--- config.mk ---
export PLATFORM = sky130hd
export DESIGN_NAME = pipeline_ctrl
export DESIGN_NICKNAME = d
export VERILOG_FILES = /design/src/rtl/mips_ctrl_pkg.sv /design/src/rtl/hazard_unit.sv /design/src/rtl/pipeline_ctrl.sv
export SDC_FILE = /design/constraint.sdc
export NUM_CORES = 1
export LEC_CHECK = 0
export CAP_MARGIN = 20
export CORE_MARGIN = 2
export CORE_UTILIZATION = 25
export CTS_BUF_LIST = sky130_fd_sc_hd__clkbuf_8
export CTS_CLUSTER_SIZE = 30
export DETAILED_ROUTE_END_ITERATION = 6
export PLACE_DENSITY = 0.67
export SETUP_SLACK_MARGIN = 0.1
export SLEW_MARGIN = 20
export SYNTH_ARGS = -nofsm -noshare
export SYNTH_HDL_FRONTEND = slang
export SYNTH_HIERARCHICAL = 1
export SYNTH_SLANG_ARGS = --single-unit
--- constraint.sdc ---
create_clock -name clk -period 1.85 [get_ports clk]
set_input_delay 0.37 -clock clk [delete_from_list [all_inputs] [get_ports clk]]
set_output_delay 0.37 -clock clk [all_outputs]
set_load 0.02 [all_outputs]
--- src/rtl/mips_ctrl_pkg.sv ---
// Shared constants for the MIPS pipeline control path: FSM encoding,
// the IF/ID flush instruction and the hard-wired zero register index.
package mips_ctrl_pkg;

  typedef enum logic [2:0] {
    ST_IDLE  = 3'd0,
    ST_RUN   = 3'd1,
    ST_STEP  = 3'd2,
    ST_DRAIN = 3'd3,
    ST_DONE  = 3'd4
  } ctrl_state_e;

  // sll $0,$0,0 -- the canonical MIPS NOP loaded into IF/ID on flush
  localparam logic [31:0] NOP_INSTR = 32'h0000_0000;

  localparam int ZERO_REG = 0;

endpackage

--- src/rtl/hazard_unit.sv ---
// Load-use detector: a load in EX whose destination feeds either source
// of the instruction in decode. Writes to $zero never create a hazard.
module hazard_unit
  import mips_ctrl_pkg::*;
#(
  parameter int NB = 5
) (
  input  logic          mem_read,
  input  logic [NB-1:0] ex_rt,
  input  logic [NB-1:0] id_rs,
  input  logic [NB-1:0] id_rt,
  output logic          load_use
);

  assign load_use = mem_read && (ex_rt != NB'(ZERO_REG)) &&
                    ((ex_rt == id_rs) || (ex_rt == id_rt));

endmodule

--- src/rtl/pipeline_ctrl.sv ---
// Pipeline sequencer: stage enables, IF/ID flush and ID/EX bubble, plus the
// run/step/drain/done lifecycle. Define PIPE_CTRL_CYCLE_COUNT_EN for the counter.
module pipeline_ctrl
  import mips_ctrl_pkg::*;
#(
  parameter int NB           = 5,
  parameter int DRAIN_CYCLES = 4
) (
  input  logic          clk,
  input  logic          reset,
  input  logic          cmd_run,
  input  logic          cmd_step,
  input  logic          halt_decoded,
  input  logic [NB-1:0] id_rs,
  input  logic [NB-1:0] id_rt,
  input  logic          flag_jump,
  input  logic          flag_jump_register,
  input  logic          ex_mem_read,
  input  logic [NB-1:0] ex_rt,
  input  logic          ex_branch_taken,
  output logic          pc_en,
  output logic          ifid_en,
  output logic          pipe_en,
  output logic          ifid_flush,
  output logic          idex_bubble,
  output logic [2:0]    state,
  output logic          step_done,
  output logic          halted,
  output logic [31:0]   cycle_count
);

  localparam int CW = (DRAIN_CYCLES > 1) ? $clog2(DRAIN_CYCLES) : 1;

  ctrl_state_e   state_q, state_n;
  logic [CW-1:0] drain_cnt;
  logic          load_use, active, halt_go, step_done_q;

  hazard_unit #(.NB(NB)) u_hazard (
    .mem_read (ex_mem_read),
    .ex_rt    (ex_rt),
    .id_rs    (id_rs),
    .id_rt    (id_rt),
    .load_use (load_use)
  );

  assign active  = (state_q == ST_RUN) || (state_q == ST_STEP);
  // A stalled or squashed HALT has not really committed to leaving decode
  assign halt_go = halt_decoded && !load_use && !ex_branch_taken;

  always_ff @(posedge clk or negedge reset) begin
    if (!reset) state_q <= ST_IDLE;
    else        state_q <= state_n;
  end

  always_comb begin
    state_n = state_q;
    case (state_q)
      ST_IDLE:  if (cmd_run) state_n = ST_RUN;
                else if (cmd_step) state_n = ST_STEP;
      ST_RUN:   if (halt_go) state_n = ST_DRAIN;
      ST_STEP:  state_n = halt_go ? ST_DRAIN : ST_IDLE;
      ST_DRAIN: if (drain_cnt == '0) state_n = ST_DONE;
      ST_DONE:  state_n = ST_DONE;
      default:  state_n = ST_IDLE;
    endcase
  end

  always_comb begin
    pc_en       = 1'b0;
    ifid_en     = 1'b0;
    pipe_en     = 1'b0;
    ifid_flush  = 1'b0;
    idex_bubble = 1'b0;
    if (active) begin
      pipe_en = 1'b1;
      if (ex_branch_taken) begin
        pc_en       = 1'b1;
        ifid_en     = 1'b1;
        ifid_flush  = 1'b1;
        idex_bubble = 1'b1;
      end else if (load_use) begin
        idex_bubble = 1'b1;
      end else begin
        pc_en      = 1'b1;
        ifid_en    = 1'b1;
        ifid_flush = flag_jump || flag_jump_register;
      end
    end else if (state_q == ST_DRAIN) begin
      pipe_en    = 1'b1;
      ifid_flush = 1'b1;
    end
  end

  always_ff @(posedge clk or negedge reset) begin
    if (!reset) begin
      drain_cnt   <= '0;
      step_done_q <= 1'b0;
    end else begin
      if (active && halt_go)
        drain_cnt <= CW'(DRAIN_CYCLES - 1);
      else if (state_q == ST_DRAIN && drain_cnt != '0)
        drain_cnt <= drain_cnt - 1'b1;
      step_done_q <= (state_q == ST_STEP) && (state_n == ST_IDLE);
    end
  end

  assign state     = state_q;
  assign step_done = step_done_q;
  assign halted    = (state_q == ST_DONE);

`ifdef PIPE_CTRL_CYCLE_COUNT_EN
  logic [31:0] cnt_q;
  always_ff @(posedge clk or negedge reset) begin
    if (!reset)       cnt_q <= '0;
    else if (pipe_en) cnt_q <= cnt_q + 32'd1;
  end
  assign cycle_count = cnt_q;
`else
  assign cycle_count = '0;
`endif

endmodule

==> results.toml, run 1 <==
[floorplan]
pin_count = 66
start_util_pct = 26.4
rows = 20
fp.dieH_um = 61.0
dieArea_mm2 = 0.00373
die_w_um = 61.0
core_area_mm2 = 0.00308

[flow_run]
drv_cap = 0

[detailed_routing]
dr.pass1.iters = 4
antenna_left = 0
drc_errors = 0
vias = 738
wl_um = 2040
viasPerCell = 3.86
drtIter0Drc = 7
avgRoutedWirePerCell_um = 10.7

[power_and_ir_drop]
p_seq_share_pct = 14.5
p_leak_nw = 0.633
power-per-cell-area_mw_per_mm2 = 1200
internal_power_w = 0.000881
total_power_w = 0.00160
p_clk_share_pct = 12.4
switching_share_pct = 44.8
vdd_ir_drop_max_mv = 0.467
p_comb_share_pct = 73.1
netSwitchingPower_w = 0.000716

[cts]
clock_path_buffers = 2
clock_latency_ns = 0.22
clk_pin_slew_ns = 0.04
cts_sinks = 6
cts_root_buf = "clkbuf_8"
cts-buffers-inserted = 3
h-tree-depth = 1
cts_tree = "yes"

[worst_setup_path]
critical_path_arrival_ns = 1.83
critPathRequiredTime_ns = 1.48
cp-end-kind = "primary output"
slowest_delay_ns = 0.21
crit_slowest_cell = "o31ai_4"
crit_top_cell = "buf_6"
path_cells = "buf_6 -> buf_6 -> xor2_2 -> nor3_2 -> nand3_1 -> a21oi_2 -> o21ba_4 -> o31ai_4 -> a21oi_4 -> buf_6"
critical_path_class = "input port to primary output"
cp-start-kind = "input port"
worstPathMaxFanout = 2

[timing]
grt_setup_unrepaired = "yes"
worst_slack_ns = -0.355
fin_worst_skew_ns = 0.00234
max_freq_mhz = 454
finalCritPeriodShare_pct = 119
whs_ns = 0.403
maxSlewViolCount = 0
finalHoldViolCount = 0
setup_viol_count_final = 7
min_period_ns = 2.20

[synthesis]
synth-edff-count = 0
synth_flop_cell = "dfrtp_1"
synth_compound_area_share_pct = 12.8
syn-cell-area_um2 = 813
synth_seq_area_share_pct = 18.5
ys_ff_latch = 6
synth_top_area_cell = "buf_4"
synth-xor-area-share_pct = 11.8
synthTopCellsByArea = "buf_4, dfrtp_1, xor2_1"
synth_cell_type_count = 34
synth_cells = 99
synth_top_area_share_pct = 30.5
synth-async-reset-ratio_pct = 100
synth_top_family_by_area = "buffers and inverters"
synthAdderAreaFrac_pct = 2.92
yosys.area_share.simple_pct = 19.1
yosys_warnings = 6
synth_mux_area_share_pct = 0
avgSynthCellArea_um2 = 8.21

[cells_and_area]
drive_gt1_share_pct = 33.3
nets = 174
area_delta_synth_final_pct = 63.8
num-fill-cells = 318
layout_commonest_cell = "conb_1"
final_cell_mix = "conb_1, buf_6, buf_4"
antennaDiodeCount = 0
fin_util_pct = 43.3

[status]
status = "finished, violations left"
violations = "setup timing"

[global_route]
grt_pass1_vias = 652
grtUsageTotal_pct = 9.93
grt_overflow = 0
grt_pass1_wl_um = 2770
grt_max_degree = 11
antenna_found_initial = 0

[place]
port_buffers = 33
gp_congestion = 0.704
hpwl_um = 1600

[worst_hold_path]
min_path_type = "input port to async pin"
-- synth_stat cells, types with 2 or more instances --
master / n
nand2b_1: 3
o21ai_0: 2
nand3_1: 2
inv_1: 3
nand2_1: 4
a21oi_1: 3
xnor2_1: 4
nor2_1: 5
dfrtp_1: 6
buf_2: 2
buf_4: 33
xor2_1: 7
nor3_1: 4
-- routing by layer --
| layer | wire length [um] | up-vias | GRT usage, % |
|---|---|---|---|
| li1 | - | 361 | - |
| met1 | 780 | 343 | 12.5 |
| met2 | 1130 | 32 | 16.4 |
| met3 | 108 | 2 | 1.26 |
| met4 | 19 | 0 | 5.59 |
| met5 | 0 | - | 0 |
-- power by group through the flow --
stage	combinational, W	sequential (W)	clock (W)
final	0.00117	0.000231	0.000199
after global routing	0.00125	0.000242	0.000205
after CTS	0.00114	0.000232	0.000205
after detailed placement	0.00113	0.000233	0
after global placement	0.00111	0.000229	0
after floorplan	0.000718	0.000274	0
-- what timing repair did --
item | 4_1_cts | 5_1_grt
pin swaps | 16 | 10
resized for setup | 78 | 12
setup buffers | 1 | 4
endpoints found under the setup margin | 13 | 9
endpoints found under the hold margin | 0 | 0
hold buffers | 0 | 0
-- worst max-delay path, delay by kind of cell --
kind / cells / cell delay (ns)
AOI/OAI and AO/OA: 4 / 0.64
xor gates and xnor gates: 1 / 0.17
buffers and inverters: 3 / 0.34
and+or+nand+nor: 2 / 0.30
-- path summary, 6_finish.rpt --
| path | startpoint | end | slack, ns | cells after the start |
|---|---|---|---|---|
| setup / recovery | ex_rt[2] | ifid_flush | -0.35 | 10 |
| hold / removal | reset | state[1] | 0.40 | 1 |
| setup reg to reg | drain_cnt[0] | drain_cnt[0] | 0.41 | 5 |
| hold reg to reg | drain_cnt[1] | drain_cnt[1] | 0.50 | 2 |
| max in group asynchronous | reset | drain_cnt[0] | 1.22 | 1 |
| min in group clk | drain_cnt[1] | drain_cnt[1] | 0.50 | 2 |
-- sequential cells by signal (all words and copies together) (netlist names) --
| signal | cells |
|---|---|
| state | 3 |
| drain_cnt | 2 |
| step_done | 1 |
-- per-stage QoR --
step	worst slack [ns]	instances	cell area, um^2	TNS [ns]
6_report	-0.355	191	1330	-1.51
3_5_place_dp	-1.14	184	1190	-6.79
4_1_cts	-0.383	188	1260	-0.971
2_1_floorplan	-0.152	130	975	-0.260
3_3_place_gp	-1.12	184	1190	-6.52
5_1_grt	-0.440	191	1330	-2.15
-- final cells by class --
class	count	area [um^2]	area share, %
Clock buffer	3	41.3	3.10
Inverter	3	11.3	0.845
Multi-Input combinational cell	85	609	45.7
Sequential cell	6	150	11.3
Tap cell	44	55.1	4.13
Timing Repair Buffer	50	465	34.9
-- cell families (layout without fill, tap and decap cells) --
kind of cell | count (synthesis) | after routing
adder cells (fa/ha/maj) | 2 | 2
XOR/XNOR | 11 | 11
buffers and inverters | 39 | 56
AND/OR/NAND/NOR | 26 | 26
flip-flops | 6 | 6
AO/OA/AOI/OAI | 14 | 14
other | 1 | 32
No activity file was read; power rests on OpenSTA's default activity.
==> run 2, diff against run 1 <==
- PLACE_DENSITY: 0.67 -> not set
- clock period: 1.85 -> 2.75 ns (I/O delays scaled with it)
==> run 2 against run 1 <==
The run now ends clean. Non-clock buffer count down 11. Die area unchanged. Count of clock-buffer cells in the layout stayed put. Core utilization is 7.0 points lower. Register-to-register slack improved by 0.88 ns. Routed wire length decreased by 8.9%. Sequential cell count stayed put. Global-route usage up 0.90 points. Sequential power shrank 25%. First-iteration DRC count decreased by 57%. Design area is 16% lower. Critical endpoint unchanged. Largest power group unchanged.
==> results.toml, run 2 (synthesized netlist as in run 1, its figures left out) <==
[worst_setup_path]
cp-end-kind = "primary output"
worstPathMaxFanout = 2
crit_buf_inv = 2
critical_path_arrival_ns = 2.06
r2r_start = "drain_cnt[0]"
critPathRequiredTime_ns = 2.20
cp-start-kind = "input port"
critical_path_class = "input port to primary output"
crit_family = "compound AO/OA/AOI/OAI gates"
cp-startpoint = "ex_rt[1]"
slowest_delay_ns = 0.51
path_cells = "clkdlybuf4s15_1 -> or4_1 -> o21ai_2 -> a21oi_2 -> o21ba_4 -> o21ai_0 -> a21oi_1 -> buf_4"
crit_slowest_cell = "or4_1"

[timing]
grt_setup_unrepaired = "yes"
min_period_ns = 2.61
maxSlewViolCount = 0
worst_slack_ns = 0.140
fin_worst_skew_ns = 0.00340
tns_ns = 0
whs_ns = 0.487
finalHoldViolCount = 0
max_freq_mhz = 383
setup_viol_count_final = 0
finalCritPeriodShare_pct = 94.9

[cells_and_area]
area_delta_synth_final_pct = 37.2
final_cell_mix = "conb_1, clkdlybuf4s50_1, dlygate4sd2_1"
drive_gt1_share_pct = 18.4
largest_register_ff_count = 3
nets = 163
final_cells = 180
antennaDiodeCount = 0
layout_commonest_cell = "conb_1"

[global_route]
grtUsageTotal_pct = 10.8
antenna_found_initial = 0
grt_busiest_layer = "met2"
use_met2_pct = 18.7
gr-usage-met3_pct = 2.52
grt_pass1_vias = 643
grt_pass1_wl_um = 2870
grt_overflow = 0
use_met1_pct = 11.3
grt_max_degree = 12

[power_and_ir_drop]
p_leak_nw = 0.529
vdd_ir_drop_max_mv = 0.309
total_power_w = 0.000919
power-per-cell-area_mw_per_mm2 = 824

[flow_run]
drv_cap = 0

[cts]
cts_hold_buf = 0
cts_setup_buffers = 0
cts-buffers-inserted = 3
cts_tree = "yes"
clock_path_buffers = 2
clock_latency_ns = 0.23
cts_root_buf = "clkbuf_8"
cts_sinks = 6
h-tree-depth = 1
clk_pin_slew_ns = 0.04

[floorplan]
rows = 20
start_util_pct = 26.4
core_area_mm2 = 0.00308
fp.dieH_um = 61.0
die_w_um = 61.0
dieArea_mm2 = 0.00373
pin_count = 66

[detailed_routing]
vias = 718
drtIter0Drc = 3
antenna_left = 0
wl_um = 1850
dr.pass1.iters = 4
drc_errors = 0
viasPerCell = 3.99
avgRoutedWirePerCell_um = 10.3

[worst_hold_path]
min_path_type = "flop to flop"
min-delay-start = "drain_cnt[1]"

[place]
hpwl_um = 1570
port_buffers = 33
dp_cells = 177
gp_congestion = 0.781
pre_cts_slack_ns = -0.585

[status]
status = "completed"
## run 2: changes by cell type in the layout (fill, tap and decap cells not counted), moves of 3 or more
cell             previous run  this run
clkbuf_2                    0         4
clkdlybuf4s50_1             9        15
buf_6                      12         2
buf_4                      12         5
clkdlybuf4s15_1             5         2
## run 2: final timing paths
| kind | end | slack [ns] | cells after the start |
|---|---|---|---|
| setup / recovery | ifid_flush | 0.14 | 8 |
| hold / removal | drain_cnt[1] | 0.49 | 2 |
| setup reg to reg | drain_cnt[0] | 1.29 | 5 |
| hold reg to reg | drain_cnt[1] | 0.49 | 2 |
| max in group asynchronous | state[2] | 1.95 | 1 |
| min in group asynchronous | drain_cnt[0] | 0.57 | 1 |
## run 2: per-stage QoR
stage          cell area (um^2)  utilization [%]
5_1_grt                    1120             36.3
6_report                   1120             36.3
4_1_cts                    1120             36.3
3_3_place_gp               1090             35.4
3_5_place_dp               1090             35.4
2_1_floorplan               930                -
## run 2: area by class of cell
type | count | area (um^2)
tap | 44 | 55.1
timing repair buffer | 39 | 335
clock buffer | 3 | 41.3
multi-input combinational | 85 | 523
fill | 330 | 1960
sequential | 6 | 150
inverter | 3 | 11.3
## run 2: layer usage
metal  vias to the layer above  part of all wire (%)
li1                        340                     -
met1                       334                    35
met2                        39                    52
met3                         5                   9.5
met4                         0                   3.2
met5                         -                     0
## run 2: worst register-to-register path: cells and delay by family (launching register included)
kind / cells / cell delay, ns
AND/OR/NAND/NOR: 1 / 0.26
AO/OA/AOI/OAI: 2 / 0.38
buffers and inverters: 1 / 0.08
adder cells (fa/ha/maj): 1 / 0.26
flip-flops: 1 / 0.38
## run 2: power breakdown
part | switching [W] | total [W] | internal [W] | leakage [nW]
Combinational | 0.000347 | 0.000610 | 0.000263 | 0.436
Sequential | 0.0000448 | 0.000174 | 0.000129 | 0.0718
Clock | 0.0000410 | 0.000135 | 0.0000943 | 0.0216
Total | 0.000433 | 0.000919 | 0.000487 | 0.529
## run 2: what timing repair did
| item | CTS | global route |
|---|---|---|
| setup endpoints to repair | 4 | 4 |
| pin swaps | 12 | 6 |
| gates resized for setup | 38 | 10 |
| gates cloned | 0 | 0 |
==> run 3, diff against run 2 <==
- PLACE_DENSITY: not set -> 0.67
- clock period: 2.75 -> 2.12 ns (I/O delays scaled with it)
==> run 3 against run 2 <==
The run now ends with setup timing left. Clock power increased by 25%. Highest routed layer is now met3. Non-clock buffer count increased by 8. Sequential power increased by 19%. First-iteration DRC count increased to 4.7 times the previous value. Largest cell class unchanged. Die area unchanged. Register-to-register slack got worse by 0.68 ns.
==> results.toml, run 3 (synthesized netlist as in run 1, its figures left out) <==
[status]
violations = "setup timing"
status = "finished, violations left"

[worst_setup_path]
r2r_start = "drain_cnt[0]"
cp-end-kind = "primary output"
critical_path_arrival_ns = 1.86
worst-r2r-cell-count = 5
cp-start-kind = "input port"
critical_path_class = "input port to primary output"
critPathRequiredTime_ns = 1.70
cp-startpoint = "ex_rt[4]"
worstPathMaxFanout = 2

[cts]
clk_pin_slew_ns = 0.04
clock_path_buffers = 2
cts_hold_buf = 0
cts-buffers-inserted = 3
cts_tree = "yes"
clock_latency_ns = 0.22
cts_root_buf = "clkbuf_8"
h-tree-depth = 1
cts_sinks = 6

[global_route]
grtUsageTotal_pct = 10.1
grt_max_degree = 11
grt_pass1_vias = 665
antenna_found_initial = 0
grt_overflow = 0
grt_pass1_wl_um = 2820

[power_and_ir_drop]
power-per-cell-area_mw_per_mm2 = 1080
p_leak_nw = 0.601
vdd_ir_drop_max_mv = 0.560
total_power_w = 0.00138

[cells_and_area]
nets = 171
layout_commonest_cell = "conb_1"
final_cell_mix = "conb_1, clkdlybuf4s50_1, buf_4"
postLayoutCellArea_mm2 = 0.00128
area_delta_synth_final_pct = 56.9
final_cells = 188
largest_register_ff_count = 3
antennaDiodeCount = 0
drive_gt1_share_pct = 28.5

[timing]
fin_worst_skew_ns = 0.00305
finalCritPeriodShare_pct = 108
worst_slack_ns = -0.162
whs_ns = 0.448
grt_setup_unrepaired = "yes"
min_period_ns = 2.28
setup_viol_count_final = 4
max_freq_mhz = 438
finalHoldViolCount = 0
maxSlewViolCount = 0

[detailed_routing]
vias = 742
antenna_left = 0
drtIter0Drc = 14
drc_errors = 0
viasPerCell = 3.95
avgRoutedWirePerCell_um = 10.6
dr.pass1.iters = 4
wl_um = 1990

[floorplan]
dieArea_mm2 = 0.00373
rows = 20
fp.dieH_um = 61.0
core_area_mm2 = 0.00308
start_util_pct = 26.4
die_w_um = 61.0
pin_count = 66

[place]
place_area_mm2 = 0.00119
gp_congestion = 0.801
hpwl_um = 1630
port_buffers = 33
dp_cells = 184

[flow_run]
drv_cap = 0

[worst_hold_path]
min_path_type = "input port to async pin"
-- run 3: changes by cell type in the layout (fill, tap and decap cells not counted), sizes merged --
cell / before / now
buf: 10 / 22
clkdlybuf4s15: 2 / 5
dlygate4sd2: 8 / 5
clkbuf: 7 / 5
clkdlybuf4s50: 15 / 13
-- run 3: worst paths after layout --
path | end | slack, ns
setup / recovery | ifid_flush | -0.16
max in group asynchronous | state[1] | 1.45
hold / removal | drain_cnt[0] | 0.45
setup reg to reg | drain_cnt[0] | 0.61
min in group clk | drain_cnt[1] | 0.48
hold reg to reg | drain_cnt[1] | 0.48
-- run 3: report_power, final --
group	total, W	switching [W]	internal, W
Clock	0.000169	0.0000468	0.000122
Combinational	0.00101	0.000534	0.000475
Sequential	0.000207	0.0000390	0.000168
Total	0.00138	0.000620	0.000764
-- run 3: layout make-up --
| class | instances | area, um^2 |
|---|---|---|
| Clock buffer | 3 | 41.3 |
| Fill cell | 325 | 1800 |
| Inverter | 3 | 11.3 |
| Multi-Input combinational cell | 85 | 584 |
| Sequential cell | 6 | 150 |
| Tap cell | 44 | 55.1 |
| Timing Repair Buffer | 47 | 434 |
-- run 3: metrics by stage --
| stage | util [%] | setup slack [ns] | TNS, ns |
|---|---|---|---|
| after floorplan | - | 0.00992 | 0 |
| after global placement | 38.5 | -0.959 | -4.68 |
| after detailed placement | 38.5 | -1.02 | -5.09 |
| after CTS | 40.7 | -0.230 | -0.396 |
| after global routing | 41.5 | -0.242 | -0.534 |
| final | 41.5 | -0.162 | -0.291 |
-- run 3: worst max-delay path: stages --
cell and delay [ns]:
buf_6 0.10, buf_6 0.11, xor2_1 0.14, nor3_2 0.19, nand3_1 0.13, a21oi_2 0.17, o21ba_4 0.19, o31ai_4 0.21
a21oi_4 0.08, buf_6 0.13
-- run 3: layer usage --
| metal | routed length (um) | track usage [%] |
|---|---|---|
| met1 | 792 | 11.7 |
| met2 | 1100 | 18.5 |
| met3 | 100 | 2.52 |
| met4 | 0 | 2.80 |
| met5 | 0 | 0 |
-- run 3: what timing repair did --
item,4_1_cts,5_1_grt
buffers inserted,0,1
resized for setup,66,9
endpoints found under the setup margin,9,7
pin swaps,13,8
